<file path="src/rtl/smvm_job_sequencer.sv">
// smvm_job_sequencer: fetches one sparse matrix-vector job from a synchronous-read buffer,
// replays it gap-free into the byte-serial SMVM datapath, and forwards its results.
module smvm_job_sequencer #(
  parameter int unsigned K          = 4,
  parameter int unsigned ADDR_W     = 16,
  parameter int unsigned GAP_CYCLES = 8,
  parameter int unsigned TIMEOUT    = 4096
) (
  input  logic              clk,
  input  logic              rst_n,
  input  logic              job_start,
  input  logic [8:0]        job_rows,
  input  logic [8:0]        job_cols,
  input  logic [15:0]       job_groups,
  input  logic [ADDR_W-1:0] vec_base,
  input  logic [ADDR_W-1:0] mat_base,
  output logic              job_busy,
  output logic              job_done,
  output logic              job_err,
  output logic              mem_rd,
  output logic [ADDR_W-1:0] mem_addr,
  input  logic [17:0]       mem_rdata,
  output logic [7:0]        smvm_val,
  output logic              smvm_ipv,
  output logic              smvm_in_valid,
  input  logic              smvm_out_valid,
  input  logic [12:0]       smvm_data,
  output logic              res_valid,
  output logic [12:0]       res_data,
  output logic [8:0]        res_idx
);

  // Entry count width: groups times K
  localparam int unsigned NW = 16 + $clog2(K);
  localparam int unsigned TW = $clog2(TIMEOUT + 1);

  localparam logic [2:0] StIdle  = 3'd0;
  localparam logic [2:0] StRows  = 3'd1;
  localparam logic [2:0] StCols  = 3'd2;
  localparam logic [2:0] StVec   = 3'd3;
  localparam logic [2:0] StMat   = 3'd4;
  localparam logic [2:0] StFlush = 3'd5;
  localparam logic [2:0] StWait  = 3'd6;
  localparam logic [2:0] StDone  = 3'd7;

  logic [2:0]    state_q, state_d;
  logic [8:0]    rows_q, rows_d;
  logic [8:0]    cols_q, cols_d;
  logic [NW-1:0] total_q, total_d;
  logic [8:0]    vcnt_q, vcnt_d;
  logic [NW-1:0] ecnt_q, ecnt_d;
  logic          emit_idx_q, emit_idx_d;
  logic [8:0]    hold_col_q, hold_col_d;
  logic [TW-1:0] wait_q, wait_d;
  logic          err_q, err_d;
  logic          in_valid_q, in_valid_d;
  logic [7:0]    val_q, val_d;
  logic          ipv_q, ipv_d;
  logic          accept;
  logic          reject;
  logic [NW-1:0] ent_total;

  logic              mem_rd_q;
  logic [ADDR_W-1:0] mem_addr_q;
  logic [8:0]        rd_vec_q;
  logic [NW-1:0]     rd_ent_q;
  logic [ADDR_W-1:0] rd_ptr_q;
  logic              rd_gap_q;

  logic        res_valid_q;
  logic [12:0] res_data_q;
  logic [8:0]  res_idx_q;
  logic [8:0]  res_cnt_q;
  logic        collect;

  assign ent_total = NW'(job_groups) * NW'(K);
  assign reject    = (job_rows == 9'd0) || (job_cols == 9'd0) || (job_groups == 16'd0);

  // Next-state and datapath stream: the value registered here is what the datapath sees next cycle
  always_comb begin
    state_d    = state_q;
    rows_d     = rows_q;
    cols_d     = cols_q;
    total_d    = total_q;
    vcnt_d     = vcnt_q;
    ecnt_d     = ecnt_q;
    emit_idx_d = emit_idx_q;
    hold_col_d = hold_col_q;
    wait_d     = wait_q;
    err_d      = err_q;
    in_valid_d = 1'b0;
    val_d      = 8'd0;
    ipv_d      = 1'b0;
    accept     = 1'b0;
    case (state_q)
      StIdle: begin
        if (job_start) begin
          rows_d  = job_rows;
          cols_d  = job_cols;
          total_d = ent_total;
          if (reject) begin
            state_d = StDone;
            err_d   = 1'b1;
          end else begin
            accept     = 1'b1;
            state_d    = StRows;
            err_d      = 1'b0;
            in_valid_d = 1'b1;
            val_d      = job_rows[8:1];
            ipv_d      = job_rows[0];
          end
        end
      end
      StRows: begin
        state_d    = StCols;
        in_valid_d = 1'b1;
        val_d      = cols_q[8:1];
        ipv_d      = cols_q[0];
      end
      StCols: begin
        state_d    = StVec;
        in_valid_d = 1'b1;
        val_d      = mem_rdata[7:0];
        vcnt_d     = cols_q - 9'd1;
      end
      StVec: begin
        in_valid_d = 1'b1;
        if (vcnt_q != 9'd0) begin
          val_d  = mem_rdata[7:0];
          vcnt_d = vcnt_q - 9'd1;
        end else begin
          // First entry VAL; its column is held for the following IDX cycle
          state_d    = StMat;
          val_d      = mem_rdata[17:10];
          ipv_d      = mem_rdata[9];
          hold_col_d = mem_rdata[8:0];
          ecnt_d     = total_q - NW'(1);
          emit_idx_d = 1'b1;
        end
      end
      StMat: begin
        if (emit_idx_q) begin
          in_valid_d = 1'b1;
          val_d      = hold_col_q[8:1];
          ipv_d      = hold_col_q[0];
          emit_idx_d = 1'b0;
        end else if (ecnt_q == '0) begin
          state_d = StFlush;
        end else begin
          in_valid_d = 1'b1;
          val_d      = mem_rdata[17:10];
          ipv_d      = mem_rdata[9];
          hold_col_d = mem_rdata[8:0];
          ecnt_d     = ecnt_q - NW'(1);
          emit_idx_d = 1'b1;
        end
      end
      StFlush: begin
        state_d = StWait;
        wait_d  = TW'(1);
      end
      StWait: begin
        // wait_q counts cycles since FLUSH; leaving now puts DONE at FLUSH + wait_q + 1
        if ((res_cnt_q == rows_q) && (32'(wait_q) + 32'd1 >= GAP_CYCLES)) begin
          state_d = StDone;
          err_d   = 1'b0;
        end else if (wait_q == TW'(TIMEOUT)) begin
          state_d = StDone;
          err_d   = 1'b1;
        end else begin
          wait_d = wait_q + TW'(1);
        end
      end
      StDone: begin
        state_d = StIdle;
        wait_d  = '0;
      end
      default: state_d = StIdle;
    endcase
  end

  // Control state and registered datapath stream
  always_ff @(posedge clk or negedge rst_n) begin
    if (!rst_n) begin
      state_q    <= StIdle;
      rows_q     <= '0;
      cols_q     <= '0;
      total_q    <= '0;
      vcnt_q     <= '0;
      ecnt_q     <= '0;
      emit_idx_q <= 1'b0;
      hold_col_q <= '0;
      wait_q     <= '0;
      err_q      <= 1'b0;
      in_valid_q <= 1'b0;
      val_q      <= '0;
      ipv_q      <= 1'b0;
    end else begin
      state_q    <= state_d;
      rows_q     <= rows_d;
      cols_q     <= cols_d;
      total_q    <= total_d;
      vcnt_q     <= vcnt_d;
      ecnt_q     <= ecnt_d;
      emit_idx_q <= emit_idx_d;
      hold_col_q <= hold_col_d;
      wait_q     <= wait_d;
      err_q      <= err_d;
      in_valid_q <= in_valid_d;
      val_q      <= val_d;
      ipv_q      <= ipv_d;
    end
  end

  // Read engine: runs two cycles ahead of the stream; vector reads back-to-back, entries every other
  always_ff @(posedge clk or negedge rst_n) begin
    if (!rst_n) begin
      mem_rd_q   <= 1'b0;
      mem_addr_q <= '0;
      rd_vec_q   <= '0;
      rd_ent_q   <= '0;
      rd_ptr_q   <= '0;
      rd_gap_q   <= 1'b0;
    end else if (accept) begin
      mem_rd_q   <= 1'b1;
      mem_addr_q <= vec_base;
      rd_vec_q   <= job_cols - 9'd1;
      rd_ent_q   <= ent_total;
      rd_ptr_q   <= mat_base;
      rd_gap_q   <= 1'b0;
    end else if (rd_vec_q != 9'd0) begin
      mem_rd_q   <= 1'b1;
      mem_addr_q <= mem_addr_q + ADDR_W'(1);
      rd_vec_q   <= rd_vec_q - 9'd1;
    end else if ((rd_ent_q != '0) && !rd_gap_q) begin
      mem_rd_q   <= 1'b1;
      mem_addr_q <= rd_ptr_q;
      rd_ptr_q   <= rd_ptr_q + ADDR_W'(1);
      rd_ent_q   <= rd_ent_q - NW'(1);
      rd_gap_q   <= 1'b1;
    end else begin
      mem_rd_q   <= 1'b0;
      mem_addr_q <= '0;
      rd_gap_q   <= 1'b0;
    end
  end

  assign collect = (state_q == StMat) || (state_q == StFlush) || (state_q == StWait);

  // Result forwarding: tag each result with its row index, drop anything beyond rows
  always_ff @(posedge clk or negedge rst_n) begin
    if (!rst_n) begin
      res_valid_q <= 1'b0;
      res_data_q  <= '0;
      res_idx_q   <= '0;
      res_cnt_q   <= '0;
    end else if (accept) begin
      res_valid_q <= 1'b0;
      res_data_q  <= '0;
      res_idx_q   <= '0;
      res_cnt_q   <= '0;
    end else if (collect && smvm_out_valid && (res_cnt_q < rows_q)) begin
      res_valid_q <= 1'b1;
      res_data_q  <= smvm_data;
      res_idx_q   <= res_cnt_q;
      res_cnt_q   <= res_cnt_q + 9'd1;
    end else begin
      res_valid_q <= 1'b0;
      res_data_q  <= '0;
      res_idx_q   <= '0;
    end
  end

  assign job_busy      = (state_q != StIdle) && (state_q != StDone);
  assign job_done      = (state_q == StDone);
  assign job_err       = (state_q == StDone) && err_q;
  assign mem_rd        = mem_rd_q;
  assign mem_addr      = mem_addr_q;
  assign smvm_val      = val_q;
  assign smvm_ipv      = ipv_q;
  assign smvm_in_valid = in_valid_q;
  assign res_valid     = res_valid_q;
  assign res_data      = res_data_q;
  assign res_idx       = res_idx_q;

endmodule

</file>
<file path="config.mk">
export PLATFORM = sky130hd
export DESIGN_NAME = smvm_job_sequencer
export DESIGN_NICKNAME = d
export VERILOG_FILES = /design/src/rtl/smvm_job_sequencer.sv
export SDC_FILE = /design/constraint.sdc
export NUM_CORES = 1
export LEC_CHECK = 0
export ABC_CLOCK_PERIOD_IN_PS = 3350
export CAP_MARGIN = 10
export CORE_MARGIN = 2
export CORE_UTILIZATION = 50
export CTS_BUF_LIST = sky130_fd_sc_hd__clkbuf_16
export CTS_CLUSTER_SIZE = 12
export DETAILED_ROUTE_END_ITERATION = 12
export PLACE_DENSITY = 0.75
export SYNTH_ARGS = -nofsm -noshare
export SYNTH_HDL_FRONTEND = slang
export SYNTH_SLANG_ARGS = --single-unit
</file>
<file path="constraint.sdc">
create_clock -name clk -period 3.35 [get_ports clk]
set_input_delay 0.8375 -clock clk [delete_from_list [all_inputs] [get_ports clk]]
set_output_delay 0.8375 -clock clk [all_outputs]
set_load 0.01 [all_outputs]
</file>
==> run metrics <==
share of the yosys chip area belonging to registers=0.462; synth top area cells=dfrtp_1 (46%), nand2_1 (5.3%), nor2_1 (4.0%), o21ai_0 (3.7%), xnor2_1 (3.4%); Power, Total=11000 uW; #FFs+latches synth=191; EDFF count, synth=0; CP dominant cell by count=or3_4; Cells after Synth=1120; peak supply drop=0.436 mV; Max H-tree Level=4; Site Rows=52; CTS Hold Bufs=0; placed wire-length estimate=19.2 mm; P&R area growth vs syn=27.5%; Reg clk slew, reported paths=0.07 ns; CP Max Fanout=3; Largest stage delay, worst path=0.56 ns; Hold Violations, Final=0; Startpoint Class=input port; Worst-Margin Slew=0.997 ns; outcome=completed; vias per inst=5.74; maxcap violations=0; fill count=1661; Util after Layout=0.651; final period utilization=0.977; Synth async-reset ratio=1.00; Yosys top cell by area=dfrtp_1; Clk pwr share=0.197; grt ovf=0; vias in the first global route=8870; Pwr Density=834 nW/um^2; syn avg cell area=9.23 um^2; CP required=3.71 ns; Cell Int Power=6830 uW; DP Area=12500 um^2; Die Footprint=21800 um^2; Worst-Skew Late Latency=0.44 ns; initial antenna violation count=0; CTS Buffer Depth=2; CTS tree=done; sequential power share=0.391; LEAKAGE=0.00544 uW; fmax=0.306 GHz; Finish-stage setup viols=0; core area=20200 um^2; Syn Std Cell Area=10300 um^2; Synth Warn #=0; routed vias=9094; width of the die=148 um; DRT iter0 DRCs=694; layout cells sized above 1=0.116; IO Pins=154; hold crit path type=in -> async; Comb power frac=0.411; Clock Sinks=191; Nets=1424; post-layout instance area=13200 um^2; drc violations=0; Port Buffer Count=153; Synth Flop Type=dfrtp_1; Clock Tree Root=clkbuf_16; hold slack=0.462 ns; setup slack after layout=0.0780 ns; largest net degree at the start of global routing=92; TritonRoute pass-1 iters=7; clock skew=0.0119 ns; Post-Syn Nets=1241; WL final=26.5 mm; ANT nets after route=0; pins over their slew limit=0; wire per inst=16.7 um; worst slack, placed=-0.535 ns; Sw Pwr=4170 uW; critical path class=in -> reg; slowest library cell on the worst path=or4_4; Die H=148 um; Total Routing Usage GR=0.247; Net Sw Frac=0.379; post-synthesis cell type count=72; ant diodes=0; Slew HR=0.330; Synth top area share=0.462; CP arrival=3.63 ns; crit path cell chain=clkdlybuf4s15_1, or4_4, or3_4, o311a_4, nand2_4, mux2i_4, ha_2, inv_2, or3_4, xnor2_2, nand3_1, o21ai_1; minimum clock period=3.27 ns; Starting Density=0.511; Num CTS Buffers=17; RePlAce Congestion=0.925; global-route wire length before repair=43.7 mm; Crit. End Element=flip-flop
-- final timing paths --
check | from | to | slack [ns] | cells past startpoint
max in group asynchronous | rst_n | mem_addr[1] | 2.14 | 2
hold reg to reg | hold_col_q[7] | hold_col_q[7] | 0.47 | 2
setup reg to reg | ecnt_q[0] | ecnt_q[0] | 0.33 | 9
hold / removal | rst_n | res_data[0] | 0.46 | 1
min in group clk | hold_col_q[7] | hold_col_q[7] | 0.47 | 2
setup / recovery | job_cols[3] | rd_vec_q[4] | 0.08 | 12
-- final cells by class --
class / count / area (um^2) / share of cell area
Multi-Input combinational cell: 832 / 5190 / 0.394
Inverter: 36 / 135 / 0.0103
Clock buffer: 17 / 425 / 0.0323
Sequential cell: 191 / 4780 / 0.363
Tap cell: 270 / 338 / 0.0256
Timing Repair Buffer: 225 / 2110 / 0.160
Clock inverter: 13 / 196 / 0.0149
-- cell families after synthesis --
group / count (synthesis) / share of synthesized area
compound gates: 241 / 0.152
xor+xnor: 65 / 0.0551
fa+ha+maj: 20 / 0.0242
buf+inv: 97 / 0.0411
flops: 191 / 0.462
mux: 42 / 0.0439
simple gates: 464 / 0.221
-- worst max-delay path, delay by kind of cell --
kind / cells / cell delay (ns)
adders and majority gates: 1 / 0.23
muxes: 1 / 0.24
and+or+nand+nor: 5 / 1.49
buffers and inverters: 2 / 0.24
AOI/OAI and AO/OA: 2 / 0.42
xor gates and xnor gates: 1 / 0.16
-- power groups by stage --
| stage | clock network (uW) | logic, uW | registers, uW |
|---|---|---|---|
| after floorplan | 0 | 2950 | 4120 |
| after global placement | 0 | 4290 | 4270 |
| after detailed placement | 0 | 4440 | 4310 |
| after CTS | 2200 | 4480 | 4270 |
| after global routing | 2300 | 5050 | 4440 |
| final | 2170 | 4530 | 4300 |
-- what timing repair did --
| item | CTS | global route |
|---|---|---|
| buffers inserted | 3 | 0 |
| gates resized for setup | 5 | 12 |
| endpoints found under the setup margin | 2 | 3 |
| pin swaps | 4 | 6 |
| endpoints found under the hold margin | 0 | 0 |
-- flip-flops by register name, summed over array words and instances, names as in the netlist, 9 cells and up --
signal / cells
ecnt_q: 18
rd_ent_q: 18
mem_addr: 16
rd_ptr_q: 16
total_q: 16
res_data: 13
wait_q: 13
cols_q: 9
hold_col_q: 9
rd_vec_q: 9
res_cnt_q: 9
res_idx: 9
rows_q: 9
vcnt_q: 9
-- cell usage after synthesis (7+ instances only) --
| library cell | n |
|---|---|
| xnor2_1 | 40 |
| nand2_1 | 146 |
| a22oi_1 | 12 |
| a221oi_1 | 17 |
| mux2_2 | 27 |
| inv_1 | 36 |
| nor2_1 | 111 |
| ha_1 | 20 |
| buf_2 | 7 |
| a21oi_1 | 53 |
| nor3_1 | 31 |
| nand3_1 | 28 |
| and2_1 | 29 |
| nor4_1 | 16 |
| xor2_1 | 25 |
| dfrtp_1 | 191 |
| and3_1 | 10 |
| a222oi_1 | 9 |
| o21ai_0 | 77 |
| or3_1 | 23 |
| o22ai_1 | 7 |
| clkbuf_1 | 44 |
| mux2i_1 | 15 |
| nand4_1 | 22 |
-- metal layers --
metal	share of wire	GRT usage	up-vias	wire length (um)
met4	0.018	0.0755	0	476
li1	-	-	4373	-
met5	0	0	-	0
met3	0.057	0.0469	47	1510
met2	0.49	0.413	291	12900
met1	0.44	0.327	4383	11600
-- stage by stage --
step / instances / setup TNS (ns)
after floorplan: 1120 / -0.122
after global placement: 1551 / -10.34
after CTS: 1584 / 0
after global routing: 1584 / -0.0326
final: 1584 / 0
after detailed placement: 1551 / -14.75
-- layout by cell type, fill, tap and decap left out, types with 17 or more instances in the layout --
master           synthesis  final
dfrtp_1                191    191
xnor2_1                 40     39
buf_4                    4     69
xor2_1                  25     25
nand4_1                 22     22
or3_1                   23     21
a21oi_1                 53     53
nor3_1                  31     31
clkbuf_16                0     17
nand2_1                146    145
nand3_1                 28     28
inv_1                   36     35
clkdlybuf4s50_1          0    148
and2_1                  29     28
ha_1                    20     19
o21ai_0                 77     76
nor2_1                 111    111
mux2_2                  27     27
a221oi_1                17     17
No activity file was read; power rests on OpenSTA's default activity.
